## src/rtl/hilo_reg_if.sv

```systemverilog
// hilo_reg bus: function code, product/operand inputs, read data and status.
// master = control/datapath side, slave = hilo_reg.
interface hilo_reg_if;
  logic [5:0]  Signal;
  logic [63:0] dataIn;
  logic [31:0] dataA;
  logic [31:0] dataOut;
  logic        busy;
  logic        done;

  modport master (
    output Signal, dataIn, dataA,
    input  dataOut, busy, done
  );

  modport slave (
    input  Signal, dataIn, dataA,
    output dataOut, busy, done
  );
endinterface

```

## src/rtl/hilo_reg.sv

```systemverilog
// hilo_reg: counts multiplier iterations off Signal and captures the final
// 64-bit product into HI/LO; serves MFHI/MFLO reads and busy/done status.
// Ports: clk, reset (async active-low), io (hilo_reg_if.slave):
//   Signal/dataIn/dataA in, dataOut/busy/done out.
// Option: define HILO_MTHILO_EN to enable MTHI/MTLO writes from dataA.
module hilo_reg #(
  parameter int MUL_CYCLES = 32,
  parameter int CNT_W      = 6
) (
  input  logic          clk,
  input  logic          reset,
  hilo_reg_if.slave     io
);

  localparam logic [5:0] MULTU = 6'b011001;
  localparam logic [5:0] MFHI  = 6'b010000;
  localparam logic [5:0] MFLO  = 6'b010010;
`ifdef HILO_MTHILO_EN
  localparam logic [5:0] MTHI  = 6'b010001;
  localparam logic [5:0] MTLO  = 6'b010011;
`endif

  localparam logic [CNT_W-1:0] CNT_ONE  = CNT_W'(1);
  localparam logic [CNT_W-1:0] CNT_LAST = CNT_W'(MUL_CYCLES);

  typedef enum logic [1:0] {
    IDLE,
    MUL,
    LATCH
  } state_e;

  state_e           state_q, state_d;
  logic [CNT_W-1:0] cnt_q, cnt_d;
  logic [31:0]      hi_q, hi_d;
  logic [31:0]      lo_q, lo_d;
  logic             done_q, done_d;
  logic             is_multu;

  assign is_multu = (io.Signal == MULTU);

  always_comb begin
    state_d = state_q;
    cnt_d   = cnt_q;
    hi_d    = hi_q;
    lo_d    = lo_q;
    done_d  = 1'b0;
    unique case (state_q)
      IDLE: begin
        // this edge is already multiplier iteration 1
        if (is_multu) begin
          cnt_d   = CNT_ONE;
          state_d = (CNT_LAST == CNT_ONE) ? LATCH : MUL;
        end
`ifdef HILO_MTHILO_EN
        else if (io.Signal == MTHI) begin
          hi_d = io.dataA;
        end
        else if (io.Signal == MTLO) begin
          lo_d = io.dataA;
        end
`endif
      end
      MUL: begin
        if (is_multu) begin
          cnt_d = cnt_q + CNT_ONE;
          if (cnt_d == CNT_LAST) begin
            state_d = LATCH;
          end
        end else begin
          // any other code aborts; HI/LO keep old values
          state_d = IDLE;
          cnt_d   = '0;
        end
      end
      LATCH: begin
        // product is final here whatever Signal says
        hi_d    = io.dataIn[63:32];
        lo_d    = io.dataIn[31:0];
        done_d  = 1'b1;
        state_d = IDLE;
        cnt_d   = '0;
      end
      default: begin
        state_d = IDLE;
        cnt_d   = '0;
      end
    endcase
  end

  always_ff @(posedge clk or negedge reset) begin
    if (!reset) begin
      state_q <= IDLE;
      cnt_q   <= '0;
      hi_q    <= '0;
      lo_q    <= '0;
      done_q  <= 1'b0;
    end else begin
      state_q <= state_d;
      cnt_q   <= cnt_d;
      hi_q    <= hi_d;
      lo_q    <= lo_d;
      done_q  <= done_d;
    end
  end

  always_comb begin
    io.dataOut = '0;
    unique case (1'b1)
      (io.Signal == MFHI): io.dataOut = hi_q;
      (io.Signal == MFLO): io.dataOut = lo_q;
      default:             io.dataOut = '0;
    endcase
  end

  assign io.busy = (state_q != IDLE);
  assign io.done = done_q;

`ifndef HILO_MTHILO_EN
  logic unused_data_a;
  assign unused_data_a = ^io.dataA;
`endif

endmodule

```

## src/flat_wrapper.sv

```systemverilog
// flat-port wrapper written by rule: the top's interface ports become plain ports
module hilo_reg_flat 
#(
  parameter int MUL_CYCLES = 32,
  parameter int CNT_W      = 6
)
  (clk, reset, io_Signal, io_dataIn, io_dataA, io_dataOut, io_busy, io_done);
  hilo_reg_if io_i ();
  input  logic clk;
  input  logic reset;
  input wire logic [$bits(io_i.Signal)-1:0] io_Signal;
  input wire logic [$bits(io_i.dataIn)-1:0] io_dataIn;
  input wire logic [$bits(io_i.dataA)-1:0] io_dataA;
  output wire logic [$bits(io_i.dataOut)-1:0] io_dataOut;
  output wire logic [$bits(io_i.busy)-1:0] io_busy;
  output wire logic [$bits(io_i.done)-1:0] io_done;
  assign io_i.Signal = io_Signal;
  assign io_i.dataIn = io_dataIn;
  assign io_i.dataA = io_dataA;
  assign io_dataOut = io_i.dataOut;
  assign io_busy = io_i.busy;
  assign io_done = io_i.done;
  hilo_reg #(.MUL_CYCLES(MUL_CYCLES), .CNT_W(CNT_W)) u_core (.clk(clk), .reset(reset), .io(io_i));
endmodule
```

## config.mk

```make
export PLATFORM = sky130hd
export DESIGN_NAME = hilo_reg_flat
export DESIGN_NICKNAME = d
export VERILOG_FILES = /design/src/rtl/hilo_reg_if.sv /design/src/rtl/hilo_reg.sv /design/src/flat_wrapper.sv
export SDC_FILE = /design/constraint.sdc
export NUM_CORES = 1
export LEC_CHECK = 0
export CORE_MARGIN = 5
export CORE_UTILIZATION = 35
export CTS_CLUSTER_DIAMETER = 40
export DETAILED_ROUTE_END_ITERATION = 8
export PLACE_DENSITY_LB_ADDON = 0.25
export REMOVE_ABC_BUFFERS = 1
export SLEW_MARGIN = 20
export SYNTH_ARGS = -nofsm -noshare
export SYNTH_HDL_FRONTEND = slang
export SYNTH_SLANG_ARGS = --single-unit
```

## constraint.sdc

```tcl
create_clock -name clk -period 5.4 [get_ports clk]
set_input_delay 1.08 -clock clk [delete_from_list [all_inputs] [get_ports clk]]
set_output_delay 1.08 -clock clk [all_outputs]
set_load 0.01 [all_outputs]
```

-- After elaboration in Yosys (flattened, before gate mapping)
Index checks and enable logic that the tools add are counted.
- bits in registers: 73
- output and inout bits: 34
- word-level logic and storage cells: 26
- add/subtract/negate cells: 1
- equality and inequality tests: 8
- mux-type cells: 9
- reductions and logical operators: 3
- operators by type and width (kind ; number):
    $pmux 32 s2 ; 1
    $eq 6x5->1 const B ; 3
    $mux 6 ; 2
    $pmux 6 s2 ; 1
    $add 6x1->6 const B ; 1
    $eq 6x6->1 const B ; 1
    $mux 2 ; 3
    $pmux 2 s2 ; 1
    $ne 3x3->1 const B ; 1
    $eq 2x1->1 const B ; 1
    $eq 2x2->1 const B ; 1
    $logic_not 2->1 ; 1
    $ne 2x1->1 const B ; 1
    $reduce_and 2->1 ; 1
    $reduce_bool 2->1 ; 1
    $mux 1 ; 1

-- Longest topological paths before layout
- depth in word-level cells: 5
- depth in mapped cells: 5
- gate-level depth less buffers: 5

-- Least setup slack after synthesis
No wires, ideal clock.
- kind: input to output
- from: input port io_Signal[5]
- to: output port io_dataOut[11]
- arrival: 2354 ps
- data required time: 4320 ps
- path slack: 1966 ps
- stages: 4
- path buffers: 1
- path through: or3b_4 > nor4b_2 > buf_6 > a22o_1
- word-level cells in the longest chain between the ends: 2
- ends and longest elaborated chain (item ; line ; source):
    start: declaration ; flat_wrapper.sv:11 ; input wire logic [$bits(io_i.Signal)-1:0] io_Signal;
    $eq 6x5->1 (on tied branches) ; hilo_reg.sv:110, hilo_reg.sv:109 ;
    $pmux 32 s2 * ; hilo_reg.sv:108 ; unique case (1'b1)
    end: declaration ; flat_wrapper.sv:14 ; output wire logic [$bits(io_i.dataOut)-1:0] io_dataOut;
Mark *: on every way between the ends. The rest lies on a longest branch, timed or not.

-- Worst setup path in the final report
- from: input port io_Signal[4]
- to: output port io_dataOut[29]
The elaborated chain is that of the path after synthesis.

==> results.md <==
Run status:
- The run finished with clean final reports.

Synthesis:
- The register bit count reported by yosys is 73.
- Ranked by total cell area, the synthesized netlist is headed by sky130_fd_sc_hd__dfrtp_1, sky130_fd_sc_hd__mux2_2, sky130_fd_sc_hd__a22o_2, sky130_fd_sc_hd__a22o_1, sky130_fd_sc_hd__buf_6.
- The commonest register cell after synthesis is sky130_fd_sc_hd__dfrtp_1.
- After synthesis, the most frequently instantiated cells are sky130_fd_sc_hd__dfrtp_1, sky130_fd_sc_hd__mux2_2, sky130_fd_sc_hd__a22o_2.
- Each instance of the synthesized netlist takes up on average roughly 14 um^2.
- The library cell occupying the most area in the post-synthesis netlist is sky130_fd_sc_hd__dfrtp_1.
- The proportion of synthesized flip-flops having asynchronous set or reset is 100%.
- Among all cell types in the netlist, the one instantiated most often is sky130_fd_sc_hd__dfrtp_1.
- In this run the cell area of the synthesized design comes to approximately 3200 um^2.
- The sequential element share of the synthesized area is 56.3%.
- The fraction of synthesized cell area taken by the top area cell type is 56.3%.
- The number of instances in the synthesized netlist is around 230.
- Counting flops with a built-in enable in the synthesized netlist gives 0.
- During synthesis, Yosys emitted a total of 0 warnings.
- The number of different library cells used by synthesis comes to 28.

Critical path:
- For this design, the slowest cell found on the critical path is sky130_fd_sc_hd__clkdlybuf4s50_1.
- The startpoint of the worst register-to-register path is u_core.state_q[1].
- At the worst endpoint, the arrival time is 3.39 ns.
- On the worst path, the slowest cell contributes a delay of 0.55 ns.
- The signal on the critical path passes through clkdlybuf4s50_1 -> or3b_4 -> nor4b_4 -> buf_4 -> a22o_2 -> clkdlybuf4s50_1.
- The worst setup path is launched from a primary input.
- Along the worst path, the maximum fanout reaches 32.
- In this run the register-to-register setup slack is slightly above 3 ns.
- The worst path required time is 4.32 ns.
- The critical path start-end classification is primary input to primary output.
- The element type at the critical path end is a primary output.
- The worst register-to-register path has a depth of 3.
- The most numerous cell type found on the critical path is sky130_fd_sc_hd__clkdlybuf4s50_1.
- The end of the worst register-to-register path is u_core.hi_q[30].

Clock network:
- Buffers added to address setup during post-CTS repair amount to 0.
- The number of cells upsized or downsized after cts is 0.
- The root buffer cell is sky130_fd_sc_hd__clkbuf_8.
- Counting every sink on the clock net gives 73.
- The number of buffers inserted during clock tree synthesis is 9.
- The CTS tree is built.
- Clock latency on the worst-skew pair, taken at its later pin, is 0.33 ns.
- The level count of the clock H-tree is 3.
- Clock-pin slew was measured on the worst setup and hold paths at 0.07 ns.
- Hold repair after CTS inserted 0 buffers.
- The maximum clock insertion buffer count is 2.

Placement:
- The congestion estimate from routability-driven global placement came to 0.746.
- The HPWL reported at the end of detailed placement is ~4700 um.
- The number of port buffers is 105.
- Prior to clock tree synthesis, the placed netlist has a worst setup slack of 0.912 ns.

Floorplanning:
- The core area is 9150 um^2.
- The standard-cell row count is 35.
- Measured along the y axis, the die boundary spans between 100 and 150 um.
- The initial utilization of the core area, before any placement, comes to between 30% and 40%.
- The die is 106 um wide.
- During I/O placement, the number of pins put on the boundary was ~140.
- The floorplan die area is 11300 um^2.

Flow run:
- The max-cap check violation count is 0.

Global route:
- Entering global routing, the biggest net connects 74 pins.
- The first global-routing pass estimated roughly 12000 um of wire.
- The global route total overflow is 0.
- The number of global-route vias before repair is 2254.
- Global routing used 13.0% of the available tracks across all layers.
- The number of antenna violations at the first check in global routing came to 0.

Layout:
- In the final layout, the share of cells above drive strength 1 is approximately 34%.
- In the final design database the tool counted 436 nets.
- For this run, the share of the core covered by cells in the final layout is between 50% and 60%.
- The synthesis-to-finish area growth is 41.8%.
- The antenna diode count is 0.

Timing:
- For the pin with the worst max-slew slack, the measured transition is 0.923 ns.
- The clock arrives with between 0.004 and 0.005 ns of skew.
- The final critical delay including setup and external delays is 4.47 ns.
- Setup repair after global routing left no endpoint under its margin.
- The post-layout worst setup margin is 0.930 ns.
- The number of slew-limit violations in the final report is 0.
- The relative slew slack is 38.5%.
- Timing would allow up to between 200 and 250 MHz.
- The final critical path takes up 82.8% of the cycle.
- The hold violation total from the final report is 0.
- Setup violations remaining at the end of the flow were counted as 0.
- For the final routed database, the setup TNS stands at 0 ns.

Detailed routing:
- The count of nets left with antenna violations once routing finished came out at 0.
- In the routed layout, each cell is associated on average with a via count of 4.90.
- After detailed routing, the number of remaining DRC violations is 0.
- The first detailed-routing pass took 6 iterations.
- In this run, the number of DRC markers left after iteration 0 of detailed routing was 77.
- The detailed router placed 2189 vias in this run.
- The final layout contains routed wiring with a total length of 7190 um.
- The routed wire length per instance is about 16 um.

Pwr:
- Per report_power, the combinational group accounts for 6.6% of the total.
- The leakage power figure is roughly 2.1 nW.
- The clock network power share is 42.9%.
- The share of total power in sequential cells is 50.5%.
- The power density over the cells is 237 nW/um^2.
- The worst-case vdd ir drop is 0.148 mV.
- The internal power of the cells totals 0.000859 W.
- The proportion of total power due to net switching is 21.2%.
- The switching component of the power is 0.000231 W.

Hold path:
- The startpoint of the most critical hold path is u_core.lo_q[8].
- The worst hold path terminates at u_core.lo_q[8].
- The worst hold-check path type is flop to flop.
- Counting instances, the worst hold path has a depth of 1.
## worst max-delay path by stage
stage                       startpoint              to  depth (start not counted)
after global placement    io_Signal[4]  io_dataOut[29]                          6
after floorplan           io_Signal[5]   io_dataOut[0]                          3
after global routing      io_Signal[4]  io_dataOut[15]                          6
final                     io_Signal[4]  io_dataOut[29]                          6
after CTS                 io_Signal[4]  io_dataOut[29]                          6
after detailed placement  io_Signal[4]  io_dataOut[29]                          6
## final cells by class
cell class,instances,area (um^2)
clock inverter,6,91.3
clock buffer,10,128
tap,111,139
fill,831,4550
timing repair buffer,108,1070
sequential,73,1830
inverter,1,3.75
multi-input combinational,138,1340
## cells by family after synthesis
kind of cell | after synthesis | synth area share [%]
AOI/OAI and AO/OA | 39 | 11.0
muxes | 65 | 22.6
adders and majority gates | 1 | 0.386
and+or+nand+nor | 29 | 5.48
DFF | 73 | 56.3
buffers and inverters | 17 | 3.16
xor gates and xnor gates | 4 | 1.08
## metrics by stage
stage               hold WS (ns)  total power [W]  instances  instance area [um^2]
floorplan                  0.481         0.000568        212                  3140
global placement           0.490         0.000633        431                  4380
detailed placement         0.496         0.000634        431                  4380
CTS                        0.514          0.00111        447                  4600
global route               0.526          0.00113        447                  4600
finish                     0.509          0.00109        447                  4600
## routing by layer
layer | vias to the layer above | share of wire (%) | global-route usage [%]
met1 | 1064 | 46 | 17.9
met3 | 11 | 5.3 | 3.22
met4 | 0 | 1.8 | 5.37
met2 | 67 | 47 | 19.5
li1 | 1047 | - | -
met5 | - | 0 | 0
## power by group through the flow
stage,logic (W),registers (W),clock network (W)
CTS,0.0000732,0.000550,0.000486
floorplan,0.00000680,0.000561,0
finish,0.0000715,0.000550,0.000468
detailed placement,0.0000726,0.000561,0
global placement,0.0000724,0.000561,0
global route,0.0000780,0.000551,0.000504
## state kept, by name (all words and copies together) (netlist names)
| signal | flops |
|---|---|
| u_core.hi_q | 32 |
| u_core.lo_q | 32 |
| u_core.state_q | 2 |
| u_core.cnt_q | 6 |
| u_core.io.done | 1 |
## worst max-delay path, delay by kind of cell
family	cells	cell delay (ns)
AOI/OAI and AO/OA	1	0.21
and+or+nand+nor	2	0.67
buffers and inverters	3	1.40
## layout by cell type (no fill, tap or decap)
| cell | count |
|---|---|
| sky130_fd_sc_hd__nor3_1 | 1 |
| sky130_fd_sc_hd__clkbuf_8 | 9 |
| sky130_fd_sc_hd__nor2_1 | 5 |
| sky130_fd_sc_hd__or3_1 | 1 |
| sky130_fd_sc_hd__bufinv_16 | 2 |
| sky130_fd_sc_hd__ha_1 | 1 |
| sky130_fd_sc_hd__nand2_1 | 4 |
| sky130_fd_sc_hd__a22o_2 | 26 |
| sky130_fd_sc_hd__xor2_1 | 2 |
| sky130_fd_sc_hd__clkbuf_1 | 1 |
| sky130_fd_sc_hd__dfrtp_1 | 73 |
| sky130_fd_sc_hd__a21oi_1 | 4 |
| sky130_fd_sc_hd__buf_4 | 4 |
| sky130_fd_sc_hd__a32o_1 | 1 |
| sky130_fd_sc_hd__nor4_4 | 1 |
| sky130_fd_sc_hd__a311oi_1 | 1 |
| sky130_fd_sc_hd__nor4b_4 | 1 |
| sky130_fd_sc_hd__clkinvlp_4 | 3 |
| sky130_fd_sc_hd__mux2_2 | 65 |
| sky130_fd_sc_hd__o21ai_0 | 1 |
| sky130_fd_sc_hd__inv_6 | 1 |
| sky130_fd_sc_hd__nand3b_1 | 4 |
| sky130_fd_sc_hd__or3b_4 | 1 |
| sky130_fd_sc_hd__nor3b_1 | 1 |
| sky130_fd_sc_hd__a22o_1 | 6 |
| sky130_fd_sc_hd__nand3_1 | 7 |
| sky130_fd_sc_hd__and3_1 | 1 |
| sky130_fd_sc_hd__xnor2_1 | 2 |
| sky130_fd_sc_hd__nor2b_4 | 1 |
| sky130_fd_sc_hd__inv_1 | 1 |
| sky130_fd_sc_hd__clkdlybuf4s50_1 | 104 |
| sky130_fd_sc_hd__and4_1 | 1 |
(Power assumes the default switching activity.)
